## src/rtl/pong_pkg.sv

```systemverilog
// Shared constants for the score display path.
// Digit-box indices, glyph geometry and the blank code.
package pong_pkg;

  localparam logic [4:0] BLANK_CODE = 5'd15;

  localparam int GLYPH_COLS = 3;
  localparam int GLYPH_ROWS = 5;

  localparam int P1T = 0;
  localparam int P1U = 1;
  localparam int P2T = 2;
  localparam int P2U = 3;

  // A zero tens digit is shown as blank.
  function automatic logic [4:0] tens_code(input logic [3:0] t);
    return (t == 4'd0) ? BLANK_CODE : {1'b0, t};
  endfunction

endpackage

```

## src/rtl/bcd_score_counter.sv

```systemverilog
// Two-digit BCD score counter.
// Saturates at 99; clear wins over inc.
module bcd_score_counter (
  input  logic       clk,
  input  logic       reset_n,
  input  logic       clear,
  input  logic       inc,
  output logic [3:0] tens,
  output logic [3:0] units
);

  logic at_max;

  assign at_max = (tens == 4'd9) && (units == 4'd9);

  always_ff @(posedge clk) begin
    if (!reset_n) begin
      tens  <= 4'd0;
      units <= 4'd0;
    end else if (clear) begin
      tens  <= 4'd0;
      units <= 4'd0;
    end else if (inc && !at_max) begin
      if (units == 4'd9) begin
        units <= 4'd0;
        tens  <= tens + 4'd1;
      end else begin
        units <= units + 4'd1;
      end
    end
  end

endmodule

```

## src/rtl/score_digit_scanner.sv

```systemverilog
// Score keeping plus pixel-to-glyph mapping for four digit boxes.
// Two-stage pipeline from pix_x/pix_y to number/position/active.
module score_digit_scanner
  import pong_pkg::*;
#(
  parameter int SCALE_LOG2 = 3,
  parameter int P1_X       = 240,
  parameter int P2_X       = 360,
  parameter int DIGIT_Y    = 32,
  parameter int WIN_SCORE  = 11
) (
  input  logic       clk,
  input  logic       reset_n,
  input  logic       frame_tick,
  input  logic       p1_goal,
  input  logic       p2_goal,
  input  logic       clear,
  input  logic [9:0] pix_x,
  input  logic [9:0] pix_y,
  output logic [4:0] number,
  output logic [4:0] position,
  output logic       active,
  output logic       game_over
);

  localparam int S  = 1 << SCALE_LOG2;
  localparam int BW = GLYPH_COLS * S;
  localparam int BH = GLYPH_ROWS * S;

  function automatic int org(input int b);
    case (b)
      P1T:     return P1_X;
      P1U:     return P1_X + 4 * S;
      P2T:     return P2_X;
      default: return P2_X + 4 * S;
    endcase
  endfunction

  logic [3:0] l1t, l1u, l2t, l2u;
  logic [3:0] d1t, d1u, d2t, d2u;
  logic [6:0] v1, v2;

  bcd_score_counter u_p1 (
    .clk     (clk),
    .reset_n (reset_n),
    .clear   (clear),
    .inc     (p1_goal & ~game_over),
    .tens    (l1t),
    .units   (l1u)
  );

  bcd_score_counter u_p2 (
    .clk     (clk),
    .reset_n (reset_n),
    .clear   (clear),
    .inc     (p2_goal & ~game_over),
    .tens    (l2t),
    .units   (l2u)
  );

  assign v1 = 7'(l1t) * 7'd10 + 7'(l1u);
  assign v2 = 7'(l2t) * 7'd10 + 7'(l2u);

  always_ff @(posedge clk) begin
    if (!reset_n)
      game_over <= 1'b0;
    else if (clear)
      game_over <= 1'b0;
    else if (v1 >= 7'(WIN_SCORE) || v2 >= 7'(WIN_SCORE))
      game_over <= 1'b1;
  end

  // Display copy only moves at frame start to avoid tearing.
  always_ff @(posedge clk) begin
    if (!reset_n) begin
      d1t <= '0;
      d1u <= '0;
      d2t <= '0;
      d2u <= '0;
    end else if (frame_tick) begin
      d1t <= l1t;
      d1u <= l1u;
      d2t <= l2t;
      d2u <= l2u;
    end
  end

  logic [10:0] px, py;
  logic        yin;
  logic [3:0]  inb, hit;
  logic [1:0]  col;
  logic [2:0]  row;

  assign px  = {1'b0, pix_x};
  assign py  = {1'b0, pix_y};
  assign yin = (py >= 11'(DIGIT_Y)) && (py < 11'(DIGIT_Y + BH));
  assign row = 3'((py - 11'(DIGIT_Y)) >> SCALE_LOG2);

  always_comb begin
    inb = '0;
    for (int b = 0; b < 4; b++)
      inb[b] = yin && (px >= 11'(org(b))) && (px < 11'(org(b) + BW));
  end

  // Walk high to low so the lowest box index wins on overlap.
  always_comb begin
    hit = '0;
    col = '0;
    for (int b = 3; b >= 0; b--) begin
      if (inb[b]) begin
        hit    = '0;
        hit[b] = 1'b1;
        col    = 2'((px - 11'(org(b))) >> SCALE_LOG2);
      end
    end
  end

  logic [3:0] s1_hit;
  logic [1:0] s1_col;
  logic [2:0] s1_row;

  always_ff @(posedge clk) begin
    if (!reset_n) begin
      s1_hit <= '0;
      s1_col <= '0;
      s1_row <= '0;
    end else begin
      s1_hit <= hit;
      s1_col <= col;
      s1_row <= row;
    end
  end

  logic [4:0] nx_num, nx_pos;

  always_comb begin
    nx_num = BLANK_CODE;
    unique case (1'b1)
      s1_hit[P1T]: nx_num = tens_code(d1t);
      s1_hit[P1U]: nx_num = {1'b0, d1u};
      s1_hit[P2T]: nx_num = tens_code(d2t);
      s1_hit[P2U]: nx_num = {1'b0, d2u};
      default:     nx_num = BLANK_CODE;
    endcase
  end

  always_comb begin
    nx_pos = '0;
    if (|s1_hit)
      nx_pos = ({2'b0, s1_row} << 1) + {2'b0, s1_row} + {3'b0, s1_col};
  end

  always_ff @(posedge clk) begin
    if (!reset_n) begin
      number   <= BLANK_CODE;
      position <= '0;
      active   <= 1'b0;
    end else begin
      number   <= nx_num;
      position <= nx_pos;
      active   <= |s1_hit;
    end
  end

endmodule

```

## config.mk

```make
export PLATFORM = sky130hd
export DESIGN_NAME = score_digit_scanner
export DESIGN_NICKNAME = d
export VERILOG_FILES = /design/src/rtl/pong_pkg.sv /design/src/rtl/bcd_score_counter.sv /design/src/rtl/score_digit_scanner.sv
export SDC_FILE = /design/constraint.sdc
export NUM_CORES = 1
export LEC_CHECK = 0
export CORE_MARGIN = 2
export CORE_UTILIZATION = 59
export DETAILED_ROUTE_END_ITERATION = 7
export HOLD_SLACK_MARGIN = 0.12
export PLACE_DENSITY_LB_ADDON = 0.2
export SYNTH_ARGS = -nofsm -noshare
export SYNTH_HDL_FRONTEND = slang
export SYNTH_SLANG_ARGS = --single-unit
```

## constraint.sdc

```tcl
create_clock -name clk -period 4.4 [get_ports clk]
set_clock_uncertainty 0.05 [all_clocks]
set_input_delay 0.44 -clock clk [delete_from_list [all_inputs] [get_ports clk]]
set_output_delay 0.44 -clock clk [all_outputs]
set_load 0.005 [all_outputs]
```

==> impl_metrics.csv, run 1 <==
group,metric,value,unit
power,intPower,676,uW
finish,max_flop_register,"position",
synth,synthFlopType,"dfxtp_1",
setup_path,endpoint_kind,"flip-flop",
die,die_h,72.9,um
grt,busiest_layer,"met2",
placement,routabilityCongestion,0.818,
synth,synth_top_family_by_area,"simple AND/OR/NAND/NOR gates",
synth,netlist_area,2800,um2
outcome,status,"complete, no violations",
finish,fin_util,70.0,%
drt,drt_iter0_drc,128,
drt,drt_pass1_iterations,4,
grt,grt_max_degree,26,
finish,largest_register_ffs,5,
power,p_sw_share,21.2,%
grt,antenna_found_initial,0,
grt,use_met2,31.8,%
clock_network,cts-buffers-inserted,5,
synth,synth-xor-area-share,5.95,%
sta,period_share,55.4,%
grt,grt_util_met1,27.5,%
synth,yosys-mux-area-fraction,5.72,%
finish,finalNonFillerCells,379,
setup_path,worstPathMaxFanout,7,
power,p_comb_share,7.2,%
synth,synth-simple-area-share,21.3,%
placement,io_buffers,33,
worst_hold_path,hold_depth,2,
drt,wirelength,5000,um
sta,timing_hold_violations_final,0,
sta,fin_crit,2.44,ns
synth,yosysWarningCount,0,
clock_network,clock_path_buffers,2,
die,start_util,60.0,%
sta,maxSlewViolCount,0,
setup_path,max_stage_delay,0.48,ns
drt,ant_nets,0,
die,dieArea,5310,um2
placement,dp.cells,371,
synth,ys_ff_latch,52,
grt,grt_remaining_overflow,0,
clock_network,clock_latency,0.30,ns
power,p_leak,1.32,nW
setup_path,cp_common_cell,"ha_1",
drt,drc,0,
setup_path,crit_slowest_cell,"dfxtp_1",
power,p_clk_share,37.2,%
clock_network,cts_tree,"done",
setup_path,crit_chain,"ha_1 > ha_1 > fa_1 > xor2_1 > or3b_1 > a21oi_1 > a21o_1 > a41oi_1",
die,core_area,4660,um2
die,die_x,72.9,um
power,fin_total_pwr,858,uW
finish,diodes,0,
synth,synth-edff-count,0,
synth,synth_nets,347,
drt,dr_total_vias,2094,
synth,yosys.area.top_type,"dfxtp_1",
power,seq_power_share,55.6,%
setup_path,cp-start-kind,"flip-flop",
clock_network,cts_setup_buffers,0,
sta,setup_tns,0,ns
synth,yosysSeqAreaShare,37.2,%
synth,yosysUniqueCellTypes,49,
synth,syn_avg_cell_area,9.58,um2
worst_hold_path,hold_class,"flip-flop to flip-flop",
sta,tightestPinTransition,0.904,ns
sta,relSlewSlack,39.6,%
clock_network,cts.sinks,52,
drt,viasPerCell,5.53,
flow_run,maxCapViolCount,0,
drt,wl_per_cell,13.2,um
clock_network,cts_max_level,2,
setup_path,reg2regPathDepth,8,
grt,grt_use_met3,4.28,%
finish,syn_to_final_growth,16.7,%
synth,synthArstFlopShare,0,%
synth,synth_top_cell_area_share,37.2,%
synth,synthTopCellsByArea,"dfxtp_1 (37%), ha_1 (10%), mux2i_1 (5.7%), nor2b_1 (4.7%), fa_1 (4.3%)",
sta,setup_viol,0,
grt,grt.total_usage,20.1,%
power,power_density,263,nW/um2
die,placementRows,25,
clock_network,clkTransAtPathRegs,0.09,ns
die,ioPinCount,38,
sta,rsz0062_at_grt,"false",
clock_network,holdBufCountCts,0,
setup_path,cp.required,4.50,ns
finish,fin_nets,379,
synth,synth_fa_ha_area_share,14.6,%
grt,grt_pass1_vias,1922,
setup_path,path_class,"flip-flop to flip-flop",
grt,grt_pass1_wl,8470,um
synth,syn_inst,292,
setup_path,cp.arrival,2.54,ns
clock_network,cts-root-buf,"clkbuf_8",
placement,dp_hpwl,3820,um
synth,synth_compound_area_share,11.9,%
sta,fmax,410,MHz
power,ir_worst_vdd,0.197,mV
power,switchingPower,182,uW
finish,final_layout_size_suffix_gt1_share,5.85,%
clock_network,ctsResizeCount,0,
-- layout by cell type, fill, tap and decap left out, types with 5 or more instances in the layout --
cell type	count
dfxtp_1	52
clkdlybuf4s50_1	33
nor2_1	24
ha_1	23
nor2b_1	21
mux2i_1	16
nand2_1	14
nor3_1	14
inv_1	12
a21oi_1	10
nand3_1	10
xnor2_1	10
xor2_1	9
o21ai_0	9
fa_1	6
clkbuf_8	5
-- stage by stage --
step / hold WS (ns) / setup WS [ns] / area, um2
floorplan: 0.409 / 2.18 / 2800
global placement: 0.443 / 1.87 / 3150
detailed placement: 0.450 / 1.85 / 3150
CTS: 0.474 / 1.96 / 3260
global route: 0.497 / 1.84 / 3260
finish: 0.471 / 1.96 / 3260
-- critical path: cells and delay by family (launching register included) --
family / cells / cell delay, ns
compound gates: 3 / 0.35
xor+xnor: 1 / 0.18
fa+ha+maj: 3 / 0.86
flops: 1 / 0.48
simple gates: 1 / 0.36
-- final cells by class --
cell class,instances,area [um2]
multi-input combinational,219,1670
inverter,13,48.8
timing repair buffer,33,330
tap,54,67.6
sequential,52,1040
fill,397,1400
clock inverter,3,42.5
clock buffer,5,68.8
-- power groups by stage --
stage                     clock network, mW  logic, mW  registers, mW
final                                 0.319     0.0615          0.477
after global routing                  0.347     0.0685          0.478
after CTS                             0.326     0.0618          0.477
after detailed placement                  0     0.0613          0.488
after global placement                    0     0.0607          0.488
after floorplan                           0     0.0347          0.487
-- final timing paths --
path	slack [ns]	to	start
worst max register to register	1.96	game_over	u_p1.tens[1]
worst max-delay path	1.96	game_over	u_p1.tens[1]
worst min register to register	0.47	number[3]	d1u[3]
worst min-delay path	0.47	number[3]	d1u[3]
-- per-layer routing --
layer / wire (um) / vias up
met5: 0 / -
met4: 26 / 0
met3: 124 / 2
met2: 2310 / 33
met1: 2540 / 970
li1: - / 1089
-- cells by family (layout without fill, tap and decap cells) --
family | after synthesis | count (layout)
AND/OR/NAND/NOR | 109 | 109
flip-flops | 52 | 52
AO/OA/AOI/OAI | 45 | 45
adder cells (fa/ha/maj) | 29 | 29
buffers and inverters | 21 | 54
XOR/XNOR | 19 | 19
multiplexers | 16 | 16
other | 1 | 1
-- cells in the mapped netlist (2+ instances only) --
cell type / number
dfxtp_1: 52
nor2_1: 24
ha_1: 23
nor2b_1: 21
mux2i_1: 16
nand2_1: 14
nor3_1: 14
inv_1: 12
a21oi_1: 10
nand3_1: 10
xnor2_1: 10
o21ai_0: 9
xor2_1: 9
fa_1: 6
a21o_1: 4
a221oi_1: 4
and2_1: 4
clkbuf_1: 4
nand4_1: 4
nor4_1: 4
a211oi_1: 3
a41oi_1: 3
buf_4: 3
o21a_1: 3
o211a_2: 2
(Power assumes the default switching activity.)
==> run 2, diff against run 1 <==
Settings changed: CORE_UTILIZATION 59 to 49.
Clock period 4.4 ns to 2 ns, I/O delays scaled along.
==> impl_metrics.csv, run 2 (synthesis results as in run 1) <==
group,metric,value,unit
clock_network,clock_path_buffers,2,
outcome,status,"finished, violations left",
drt,dr_total_vias,2188,
outcome,violations,"negative setup slack",
drt,ant_nets,0,
setup_path,crit_slowest_cell,"or3b_1",
drt,wl_per_cell,12.8,um
drt,drt_pass1_iterations,4,
die,ioPinCount,38,
setup_path,cp.arrival,2.23,ns
setup_path,max_stage_delay,0.37,ns
grt,grt_max_degree,18,
grt,grt_pass1_wl,9330,um
power,p_sw_share,22.0,%
finish,layout_common_cells,"dfxtp_1 (50), clkdlybuf4s50_1 (33), buf_4 (26), nor2_1 (24)",
setup_path,worst-path-stages,8,
setup_path,path_class,"flip-flop to flip-flop",
finish,max_flop_register,"position",
clock_network,cts_tree,"done",
setup_path,reg2regPathDepth,8,
clock_network,cts_max_level,2,
sta,setup_viol,1,
grt,grt.total_usage,18.4,%
finish,diodes,0,
worst_hold_path,hold_class,"input pin to flip-flop",
clock_network,cts-root-buf,"clkbuf_8",
finish,largest_register_ffs,5,
setup_path,crit_path_start,"u_p1.tens[1]",
sta,maxSlewViolCount,0,
power,p_clk_share,37.8,%
sta,tightestPinTransition,0.528,ns
sta,fin_crit,2.10,ns
die,start_util,50.8,%
sta,rsz0062_at_grt,"true",
grt,busiest_layer,"met2",
placement,routabilityCongestion,0.798,
power,ir_worst_vdd,0.291,mV
setup_path,cp.required,2.13,ns
grt,grt_use_met3,3.51,%
power,intPower,1.50,mW
power,p_comb_share,8.0,%
setup_path,cpLargestDelayFamily,"adder cells",
worst_hold_path,hold_depth,2,
drt,drc,0,
grt,antenna_found_initial,0,
grt,grt_pass1_vias,2085,
setup_path,ff2ff_setup_slack,-0.1,ns
setup_path,path_buf_inv,0,
power,seq_power_share,54.2,%
setup_path,crit_chain,"ha_4 > ha_2 > fa_2 > xor2_1 > or3b_1 > a21oi_2 > a21o_1 > a41oi_1",
sta,relSlewSlack,64.4,%
die,dieArea,6330,um2
setup_path,rr_startpoint,"u_p1.tens[1]",
setup_path,endpoint_kind,"flip-flop",
setup_path,r2r-end,"game_over",
sta,timing_hold_violations_final,0,
grt,grt_util_met1,24.9,%
power,fin_total_pwr,1.93,mW
finish,syn_to_final_growth,25.6,%
drt,viasPerCell,5.17,
sta,period_share,105,%
die,placementRows,27,
grt,use_met2,30.1,%
clock_network,clkTransAtPathRegs,0.09,ns
sta,fmax,477,MHz
setup_path,crit_end,"game_over",
grt,grt_remaining_overflow,0,
drt,wirelength,5420,um
sta,setup_slack,-0.0958,ns
drt,drt_iter0_drc,104,
setup_path,cp-start-kind,"flip-flop",
finish,final_common_cell,"dfxtp_1",
power,p_leak,1.44,nW
finish,fin_nets,405,
finish,fill_cells,481,
clock_network,cts-buffers-inserted,5,
die,die_h,79.6,um
placement,io_buffers,33,
die,core_area,5510,um2
clock_network,cts.sinks,52,
clock_network,holdBufCountCts,0,
sta,whs,0.429,ns
placement,post-place-ws,-0.156,ns
sta,setup_tns,-0.0958,ns
placement,dp_hpwl,4260,um
setup_path,worstPathMaxFanout,2,
die,die_x,79.6,um
flow_run,maxCapViolCount,0,
finish,final_layout_size_suffix_gt1_share,14.5,%
power,switchingPower,425,uW
clock_network,clock_latency,0.30,ns
power,power_density,549,nW/um2
## run 2: cell types whose count changed in the layout (fill, tap and decap cells not counted), sizes merged
cell | previous run | this run
buf | 0 | 26
clkinv | 1 | 0
inv | 13 | 14
## run 2: repair_timing
item,CTS,global route
setup endpoints to repair,1,1
gates resized for setup,0,1
hold endpoints to repair,0,0
setup buffers,0,0
gates cloned,0,0
## run 2: worst min-delay path by stage
stage	start	endpoint	slack, ns
4_1_cts	pix_y[4]	s1_row[1]	0.42
2_1_floorplan	pix_y[5]	s1_row[2]	0.22
6_report	pix_y[4]	s1_row[1]	0.43
3_5_place_dp	d1u[0]	number[0]	0.44
3_3_place_gp	d2u[0]	number[0]	0.45
5_1_grt	pix_y[4]	s1_row[1]	0.43
## run 2: power groups by stage
stage	logic, mW	clock network [mW]	registers [mW]
floorplan	0.0763	0	1.07
global placement	0.152	0	1.07
detailed placement	0.155	0	1.07
CTS	0.156	0.747	1.05
global route	0.170	0.783	1.05
finish	0.155	0.729	1.05
## run 2: final cells by class
type	instances	area (um2)	area share, %
Sequential cell	52	1050	29.8
Multi-Input combinational cell	219	1690	48.0
Clock buffer	5	68.8	1.96
Inverter	13	48.8	1.39
Tap cell	72	90.1	2.56
Timing Repair Buffer	59	526	15.0
Clock inverter	3	46.3	1.32
## run 2: through the flow
stage	util, %	cell area [um2]	std cells
after floorplan	-	2820	292
after global placement	61.7	3400	415
after detailed placement	61.7	3400	415
after CTS	63.8	3510	423
after global routing	63.8	3510	423
final	63.8	3510	423
## run 2: routing by layer
layer  share of wire (%)  routed length, um
met2                  48               2600
met5                   0                  0
met4                0.92                 50
met3                 3.4                185
met1                  48               2590
